--- src/rtl/weight_rsp_unit.sv ---
// Weight SRAM responder: credit-limited word reads from the arbiter, returned address-tagged and in
// acceptance order through a show-ahead response FIFO.
module weight_rsp_unit #(
  parameter int MEM_AW     = 14,
  parameter int READ_LAT   = 2,
  parameter int FIFO_DEPTH = 8
) (
  input  logic              clk,
  input  logic              rst,
  input  logic [31:0]       req_addr,
  input  logic              req_vld,
  input  logic              req_req,
  output logic              req_rdy,
  output logic [31:0]       rsp_addr,
  output logic [31:0]       rsp_data,
  output logic              rsp_vld,
  input  logic              rsp_rdy,
  output logic [MEM_AW-1:0] mem_addr,
  output logic              mem_ren,
  input  logic [31:0]       mem_rdata,
  output logic              busy,
  output logic              drain_done,
  output logic              oob_err
);

  localparam int PW = $clog2(FIFO_DEPTH);
  localparam int CW = PW + 1;
  localparam logic [PW:0]   PTR_ONE = 1;
  localparam logic [CW-1:0] CRD_ONE = 1;

  typedef enum logic [1:0] {IDLE, GRANT, DRAIN} state_t;

  state_t              state_q, state_d;
  logic [CW-1:0]       credit_q, credit_d;
  logic                drain_done_q, oob_err_q;
  logic [MEM_AW-1:0]   mem_addr_q;
  logic                accept, pop, push, empty, full, oob_req;
  logic [31:0]         push_data;

  logic                vld_p0_q, oob_p0_q;
  logic [31:0]         addr_p0_q;
  logic [READ_LAT-1:0] vld_pn_q, oob_pn_q;
  logic [31:0]         addr_pn_q [READ_LAT];

  logic [PW:0]         wr_ptr_q, rd_ptr_q;
  logic [31:0]         fifo_addr_q [FIFO_DEPTH];
  logic [31:0]         fifo_data_q [FIFO_DEPTH];

  assign req_rdy    = (state_q == GRANT) && (credit_q < CW'(FIFO_DEPTH));
  assign accept     = req_vld & req_rdy;
  assign pop        = rsp_vld & rsp_rdy;
  assign oob_req    = |req_addr[31:MEM_AW+2];
  assign busy       = (state_q != IDLE);
  assign drain_done = drain_done_q;
  assign oob_err    = oob_err_q;
  assign mem_addr   = mem_addr_q;
  assign mem_ren    = vld_p0_q;

  always_comb begin
    state_d = state_q;
    case (state_q)
      IDLE:    if (req_req) state_d = GRANT;
      GRANT:   if (!req_req) state_d = DRAIN;
      DRAIN: begin
        if (req_req)              state_d = GRANT;
        else if (credit_q == '0)  state_d = IDLE;
      end
      default: state_d = IDLE;
    endcase
  end

  always_comb begin
    credit_d = credit_q;
    if (accept && !pop)      credit_d = credit_q + CRD_ONE;
    else if (!accept && pop) credit_d = credit_q - CRD_ONE;
  end

  always_ff @(posedge clk) begin
    if (rst) begin
      state_q      <= IDLE;
      credit_q     <= '0;
      drain_done_q <= 1'b0;
      oob_err_q    <= 1'b0;
      mem_addr_q   <= '0;
      vld_p0_q     <= 1'b0;
      vld_pn_q     <= '0;
      wr_ptr_q     <= '0;
      rd_ptr_q     <= '0;
    end else begin
      state_q      <= state_d;
      credit_q     <= credit_d;
      drain_done_q <= (state_q == DRAIN) && (state_d == IDLE);
      if (accept && oob_req) oob_err_q <= 1'b1;
      if (accept) mem_addr_q <= req_addr[MEM_AW+1:2];
      vld_p0_q     <= accept;
      vld_pn_q[0]  <= vld_p0_q;
      for (int i = 1; i < READ_LAT; i++) vld_pn_q[i] <= vld_pn_q[i-1];
      if (push) wr_ptr_q <= wr_ptr_q + PTR_ONE;
      if (pop)  rd_ptr_q <= rd_ptr_q + PTR_ONE;
    end
  end

  // Stage p0: request tag captured alongside the SRAM read issue
  always_ff @(posedge clk) begin
    if (accept) begin
      addr_p0_q <= req_addr;
      oob_p0_q  <= oob_req;
    end
  end

  // Stages p1..pN: tag rides next to the SRAM read latency
  always_ff @(posedge clk) begin
    addr_pn_q[0] <= addr_p0_q;
    oob_pn_q[0]  <= oob_p0_q;
    for (int i = 1; i < READ_LAT; i++) begin
      addr_pn_q[i] <= addr_pn_q[i-1];
      oob_pn_q[i]  <= oob_pn_q[i-1];
    end
  end

  assign push      = vld_pn_q[READ_LAT-1];
  assign push_data = oob_pn_q[READ_LAT-1] ? 32'h0 : mem_rdata;
  assign empty     = (wr_ptr_q == rd_ptr_q);
  assign full      = (wr_ptr_q[PW] != rd_ptr_q[PW]) && (wr_ptr_q[PW-1:0] == rd_ptr_q[PW-1:0]);

  // FIFO write: response enters the queue as the SRAM data lands
  always_ff @(posedge clk) begin
    if (push) begin
      fifo_addr_q[wr_ptr_q[PW-1:0]] <= addr_pn_q[READ_LAT-1];
      fifo_data_q[wr_ptr_q[PW-1:0]] <= push_data;
    end
  end

  // Head is gated to zero when empty so stale storage never shows after reset
  assign rsp_vld  = !empty;
  assign rsp_addr = empty ? 32'h0 : fifo_addr_q[rd_ptr_q[PW-1:0]];
  assign rsp_data = empty ? 32'h0 : fifo_data_q[rd_ptr_q[PW-1:0]];

  a_no_fifo_overflow: assert property (@(posedge clk) disable iff (rst) !(push && full));

endmodule

--- config.mk ---
export PLATFORM = sky130hd
export DESIGN_NAME = weight_rsp_unit
export DESIGN_NICKNAME = d
export VERILOG_FILES = /design/src/rtl/weight_rsp_unit.sv
export SDC_FILE = /design/constraint.sdc
export NUM_CORES = 1
export LEC_CHECK = 0
export BUFFER_PORTS_ARGS = -buffer_cell sky130_fd_sc_hd__clkbuf_2
export CAP_MARGIN = 15
export CORE_MARGIN = 1
export CORE_UTILIZATION = 35
export DETAILED_ROUTE_END_ITERATION = 10
export SLEW_MARGIN = 20
export SYNTH_ARGS = -nofsm -noshare
export SYNTH_HDL_FRONTEND = slang
export SYNTH_SLANG_ARGS = --single-unit
export TNS_END_PERCENT = 10
--- constraint.sdc ---
create_clock -name clk -period 6 [get_ports clk]
set_clock_uncertainty 0.2 [all_clocks]
set_input_delay 1.2 -clock clk [delete_from_list [all_inputs] [get_ports clk]]
set_output_delay 1.2 -clock clk [all_outputs]
set_load 0.005 [all_outputs]
==> metrics.md, run 1 <==
| Metric | Value |
|---|---|
| Status | `finished with violations` |
| Violated checks | `DRC` |
| Buffer count from post-CTS setup fixing | `0` |
| Number of H-tree branching levels | `3` |
| Biggest fanout along the worst timing path | `32` |
| Data required time of the critical path | `4.60 ns` |
| Cell count after placement | `2103` |
| Initial DRT Pass Iterations | `8` |
| Number of buffers between clock root and the deepest sink | `3` |
| Adder-cell area share of the yosys netlist | `0.352%` |
| Placed instance area | `25300 um2` |
| Fillers | `5733` |
| Resize count post-CTS | `0` |
| Worst setup EP type | `primary output` |
| Max Clk Rate | `230 MHz` |
| Detailed placement HPWL | `26600 um` |
| Fin cells | `2232` |
| EDFF count, synth | `545` |
| Vertical extent of the die | `261 um` |
| Endpoint of the lowest-slack register-to-register path | `credit_q[3]` |
| Origin of the critical flop-to-flop path | `wr_ptr_q[2]` |
| Post-layout nets | `1386` |
| Minimum setup slack among reg-to-reg paths | `2.91 ns` |
| RSZ-0062 raised after global routing | `no` |
| Fraction of layout instances using a drive strength above 1 | `31.7%` |
| Asr flop ratio synth | `0%` |
| Setup Crit Path Kind | `reg2out` |
| Proportion of synthesized chip area in sequential cells | `78.6%` |
| Global-route wire length before repair | `72600 um` |
| Post-Syn Instances | `1117` |
| Leading cell type in the layout, fill and taps excluded | `edfxtp_1` |
| Ratio of final minimum period to clock period | `72.5%` |
| Clock transition at the registers of the reported paths | `0.06 ns` |
| Last weighted congestion value of the routability-driven placer | `0.705` |
| Pin count of the biggest net entering global routing | `66` |
| Core region area | `66000 um2` |
| Detail-routed net length per standard cell | `21.8 um` |
| Tightest Pin Transition | `1.03 ns` |
| Buffer cell driving the clock tree root | `clkbuf_16` |
| Startpoint type of the worst setup path | `flop` |
| Pleak | `8.96 nW` |
| Final setup fails | `0` |
| Clock latency reported for the late side of the worst-skew pair | `0.61 ns` |
| Synth top area cells | `edfxtp_1 70%, mux4_2 12%, dfxtp_1 8.7%, mux2i_1 2.9%, nor2_1 1.3%` |
| Vias post-DR | `10900` |
| Min-Delay Path Class | `reg2reg` |
| Dominant combinational cell family by area after synthesis | `multiplexers` |
| Area growth from synthesis to layout | `18.2%` |
| Hold Buf Count CTS | `0` |
| Crit path to | `rsp_data[3]` |
| Width of the die | `261 um` |
| Antenna violation net count after detailed routing | `0` |
| Distinct cell type count of the synthesized netlist | `34` |
| Critical path data arrival time | `2.95 ns` |
| Initial Utilization | `35.5%` |
| Post-route cell area | `27700 um2` |
| Hold violation count in the final report | `0` |
| Post-Synthesis Net Count | `1192` |
| Final Critical Period | `4.35 ns` |
| Synth Area in Compound Gates | `0.710%` |
| Fraction of synthesized cell area in xor and xnor cells | `0.401%` |
| Prevailing post-synth register cell | `edfxtp_1` |
| Overall routed net length | `48600 um` |
| Dominant cell type by area after synthesis | `edfxtp_1` |
| Remaining global-route overflow | `0` |
| Synthesis Warnings | `0` |
| Portion of synthesized cell area occupied by the leading cell type | `69.9%` |
| Pwr dens | `340 nW/um2` |
| Worst R2R Path Depth | `9` |
| Overall track demand over capacity in global routing | `14.6%` |
| Final TNS setup | `0 ns` |
| Proportion of synthesized area in mux cells | `15.2%` |
| Final max-slew violation count | `0` |
| Total standard cell area after synthesis | `23400 um2` |
| Ports | `153` |
| Number of violations reported at the end of detailed-routing iteration 0 | `668` |
| Mean number of vias per cell | `4.88` |
| Number of remaining DRC errors | `16` |
| Clock sinks | `647` |
| Worst IR Drop VDD | `0.197 mV` |
| Count of buffers from port buffering | `152` |
| FF+latch count, synth | `647` |
| Max-Slew Margin vs Limit | `31.2%` |
| Initial antenna violation count | `5` |
| Top library cells by usage in the layout, fill and taps aside | `545 x edfxtp_1, 152 x clkbuf_2, 128 x mux4_2, 98 x dfxtp_1, 78 x nor2_1` |
| Total Die Area | `68000 um2` |
| Clock tree from TritonCTS | `yes` |
| Total clock buffers created by CTS | `69` |
| Max Cap Violations | `0` |
| Post-Synth Simple-Gate Area | `3.42%` |
| Cell Rows | `94` |
| Synthesized area per cell | `21.0 um2` |
| Via count of the first global-routing pass | `11600` |
-- cell usage after synthesis, drive strengths merged, types with 2 or more instances --
cell type / number
edfxtp: 545
mux4: 128
dfxtp: 102
nor2: 84
mux2i: 67
buf: 37
nor2b: 35
nand2: 32
a21oi: 20
clkbuf: 16
nand2b: 7
xor2: 7
nor4: 6
ha: 5
inv: 5
a211oi: 3
nand3: 2
nor3: 2
o21ai: 2
or3: 2
xnor2: 2
-- state kept, by name, indices dropped and copies added (netlist names), 2 cells and up, named ones only --
signal and flops:
wr_ptr_q 4, mem_addr 14, addr_p0_q 32, addr_pn_q 64, fifo_data_q 256, vld_pn_q 2, rd_ptr_q 4, oob_pn_q 2
state_q 2, credit_q 4, fifo_addr_q 256
-- kinds of logic after synthesis --
family / count (synthesis)
flip-flops: 647
multiplexers: 196
AO/OA/AOI/OAI: 27
XOR/XNOR: 9
buffers and inverters: 58
AND/OR/NAND/NOR: 174
adder cells (fa/ha/maj): 6
-- routing by layer --
layer	global-route usage, %	up-vias	share of wire (%)
met3	2.91	77	5.2
li1	-	4850	-
met4	4.84	8	2.0
met1	19.9	5674	45
met2	23.4	274	48
met5	0	-	0.090
-- critical path: stages (launching register included) --
cell      delay, ns
dfxtp_4        0.70
buf_16         0.29
buf_12         0.31
mux4_2         0.53
mux2i_1        0.22
nor2_1         0.06
clkbuf_2       0.15
-- layout make-up --
| class | count | area [um2] | share of cell area (%) |
|---|---|---|---|
| antenna | 1 | 2.50 | 0.00904 |
| clock buffer | 82 | 1810 | 6.52 |
| clock inverter | 45 | 556 | 2.01 |
| inverter | 5 | 18.8 | 0.0678 |
| multi-input combinational | 412 | 4770 | 17.2 |
| sequential | 647 | 18400 | 66.5 |
| tap | 864 | 1080 | 3.90 |
| timing repair buffer | 176 | 1030 | 3.72 |
-- power breakdown --
| part | leakage, nW | internal, W | total, W | switching, W |
|---|---|---|---|---|
| registers | 5.81 | 0.00486 | 0.00489 | 0.0000286 |
| clock network | 1.13 | 0.00258 | 0.00435 | 0.00178 |
| logic | 2.01 | 0.0000740 | 0.000160 | 0.0000858 |
| total | 8.96 | 0.00752 | 0.00941 | 0.00189 |
-- worst min path at each step --
stage	end	slack [ns]	cells past startpoint	startpoint
after floorplan	addr_pn_q[0][32]	0.11	0	addr_pn_q[0][0]
after global placement	addr_pn_q[0][51]	0.11	0	addr_pn_q[0][19]
after detailed placement	addr_pn_q[0][38]	0.11	0	addr_pn_q[0][6]
after CTS	addr_pn_q[0][48]	0.12	0	addr_pn_q[0][16]
after global routing	addr_pn_q[0][38]	0.13	0	addr_pn_q[0][6]
final	addr_pn_q[0][48]	0.12	0	addr_pn_q[0][16]
-- metrics by stage --
stage	utilization (%)	power [W]	hold WS [ns]	worst slack (ns)
floorplan	-	0.00507	0.110	0.343
global placement	38.3	0.00515	0.110	2.01
detailed placement	38.3	0.00515	0.112	2.17
CTS	41.9	0.00953	0.124	1.49
global route	42.0	0.00971	0.129	1.39
finish	42.0	0.00941	0.120	1.65
No activity file was read; power rests on OpenSTA's default activity.
==> run 2, diff against run 1 <==
==> constraint.sdc (replaced) <==
create_clock -name clk -period 4.12 [get_ports clk]
set_clock_uncertainty 0.2 [all_clocks]
set_input_delay 0.824 -clock clk [delete_from_list [all_inputs] [get_ports clk]]
set_output_delay 0.824 -clock clk [all_outputs]
set_load 0.005 [all_outputs]
==> metrics.md, run 2 (same netlist as run 1, synthesis figures left out) <==
| Metric | Value |
|---|---|
| Final Critical Period | `3.66 ns` |
| Seq. cell area | `18400 um2` |
| Count of cells along the worst hold path | `0` |
| Pre-CTS setup slack | `0.958 ns` |
| Post-layout nets | `1390` |
| Ports | `153` |
| Fin cells | `2235` |
| Buffer count from post-CTS setup fixing | `0` |
| Core region area | `66000 um2` |
| Via count of the first global-routing pass | `11500` |
| Detail-routed net length per standard cell | `21.4 um` |
| Detailed placement HPWL | `25500 um` |
| Worst setup EP type | `primary output` |
| Endpoint of the lowest-slack register-to-register path | `credit_q[3]` |
| Ratio of final minimum period to clock period | `88.8%` |
| Number of remaining DRC errors | `9` |
| RSZ-0062 raised after global routing | `no` |
| Hold violation count in the final report | `0` |
| Clock latency reported for the late side of the worst-skew pair | `0.59 ns` |
| Cell Rows | `94` |
| Clock transition at the registers of the reported paths | `0.06 ns` |
| Vertical extent of the die | `261 um` |
| Global-route wire length before repair | `70900 um` |
| Fraction of layout instances using a drive strength above 1 | `30.9%` |
| Number of diodes | `0` |
| Violated checks | `DRC` |
| Width of the die | `261 um` |
| Worst hold path startpoint | `addr_pn_q[0][9]` |
| Count of buffers from port buffering | `152` |
| Pin count of the biggest net entering global routing | `79` |
| Hold Buf Count CTS | `0` |
| Worst IR Drop VDD | `0.237 mV` |
| Clock sinks | `647` |
| Biggest fanout along the worst timing path | `21` |
| Core utilization of the finished layout | `41.8%` |
| Setup slack of the critical path after layout | `0.460 ns` |
| Area growth from synthesis to layout | `17.7%` |
| Last weighted congestion value of the routability-driven placer | `0.702` |
| Resize count post-CTS | `0` |
| Vias post-DR | `10900` |
| WHS | `0.125 ns` |
| Antenna violation net count after detailed routing | `0` |
| Worst Hold Endpoint | `addr_pn_q[0][41]` |
| Max Clk Rate | `273 MHz` |
| Data required time of the critical path | `3.10 ns` |
| Standard cell with the maximum stage delay on the critical path | `dfxtp_4` |
| Worst R2R Path Depth | `9` |
| Startpoint type of the worst setup path | `flop` |
| Leading cell type in the layout, fill and taps excluded | `edfxtp_1` |
| Overall track demand over capacity in global routing | `14.2%` |
| Final max-slew violation count | `0` |
| Largest stage delay on the critical path | `0.67 ns` |
| Tightest Pin Transition | `1.02 ns` |
| Total clock buffers created by CTS | `69` |
| Fillers | `5732` |
| Top library cells by usage in the layout, fill and taps aside | `545 x edfxtp_1, 152 x clkbuf_2, 128 x mux4_2, 98 x dfxtp_1, 78 x nor2_1` |
| Max-Slew Margin vs Limit | `31.7%` |
| Total Die Area | `68000 um2` |
| CP cell instances | `buf_4 > mux4_2 > mux2i_1 > nor2_1 > clkbuf_2` |
| Setup Crit Path Kind | `reg2out` |
| Max Cap Violations | `0` |
| Multi-input combinational cell area | `4780 um2` |
| Buffer cell driving the clock tree root | `clkbuf_16` |
| Number of H-tree branching levels | `3` |
| Origin of the critical flop-to-flop path | `wr_ptr_q[2]` |
| Minimum setup slack among reg-to-reg paths | `1.02 ns` |
| Remaining global-route overflow | `0` |
| Critical path data arrival time | `2.64 ns` |
| Initial Utilization | `35.5%` |
| Number of buffers between clock root and the deepest sink | `3` |
| Min-Delay Path Class | `reg2reg` |
| Final setup fails | `0` |
| Pwr dens | `482 nW/um2` |
| Clock tree from TritonCTS | `yes` |
| Initial antenna violation count | `1` |
| Number of violations reported at the end of detailed-routing iteration 0 | `700` |
| Overall routed net length | `47900 um` |
| Pleak | `8.91 nW` |
| Initial DRT Pass Iterations | `8` |
| Cell count after placement | `2108` |
| Mean number of vias per cell | `4.86` |
| Status | `finished with violations` |
==> run 2: area by class of cell <==
cell class                      instances  share of cell area (%)
Clock buffer                           97                    7.13
Clock inverter                         30                   0.894
Inverter                                5                  0.0680
Multi-Input combinational cell        412                    17.3
Sequential cell                       647                    66.8
Tap cell                              864                    3.92
Timing Repair Buffer                  180                    3.88
==> run 2: worst max-delay path: cells and delay by family (launching register included) <==
family | cells | cell delay (ns)
muxes | 2 | 0.69
DFF | 1 | 0.67
buffers and inverters | 2 | 0.57
and+or+nand+nor | 1 | 0.10
==> run 2: report_power, final <==
group | leakage [nW] | internal, W | switching [W]
clock network | 1.07 | 0.00353 | 0.00242
registers | 5.81 | 0.00709 | 0.0000418
logic | 2.03 | 0.000108 | 0.000120
total | 8.91 | 0.0107 | 0.00258
==> run 2: through the flow <==
stage,cell area (um2),TNS (ns),total power [W]
after floorplan,23400,-95.04,0.00738
after global placement,25400,0,0.00749
after detailed placement,25400,0,0.00750
after CTS,27600,0,0.0135
after global routing,27600,0,0.0138
final,27600,0,0.0133
==> run 2: worst max path at each step <==
stage,from,slack (ns),to
6_report,flop,0.46,rsp_addr[12]
5_1_grt,flop,0.24,rsp_addr[12]
4_1_cts,flop,0.33,rsp_addr[12]
3_5_place_dp,req_vld,0.96,credit_q[3]
3_3_place_gp,flop,0.98,rsp_addr[2]
2_1_floorplan,wr_ptr_q[0],-1.49,fifo_addr_q[1][0]
==> run 2: per-layer routing <==
layer	GRT usage (%)	wire length (um)	up-vias	part of all wire [%]
li1	-	-	4843	-
met1	19.0	21300	5693	45
met3	2.71	2190	61	4.6
met5	0	13	-	0.027
met4	4.71	825	2	1.7
met2	23.4	23500	257	49
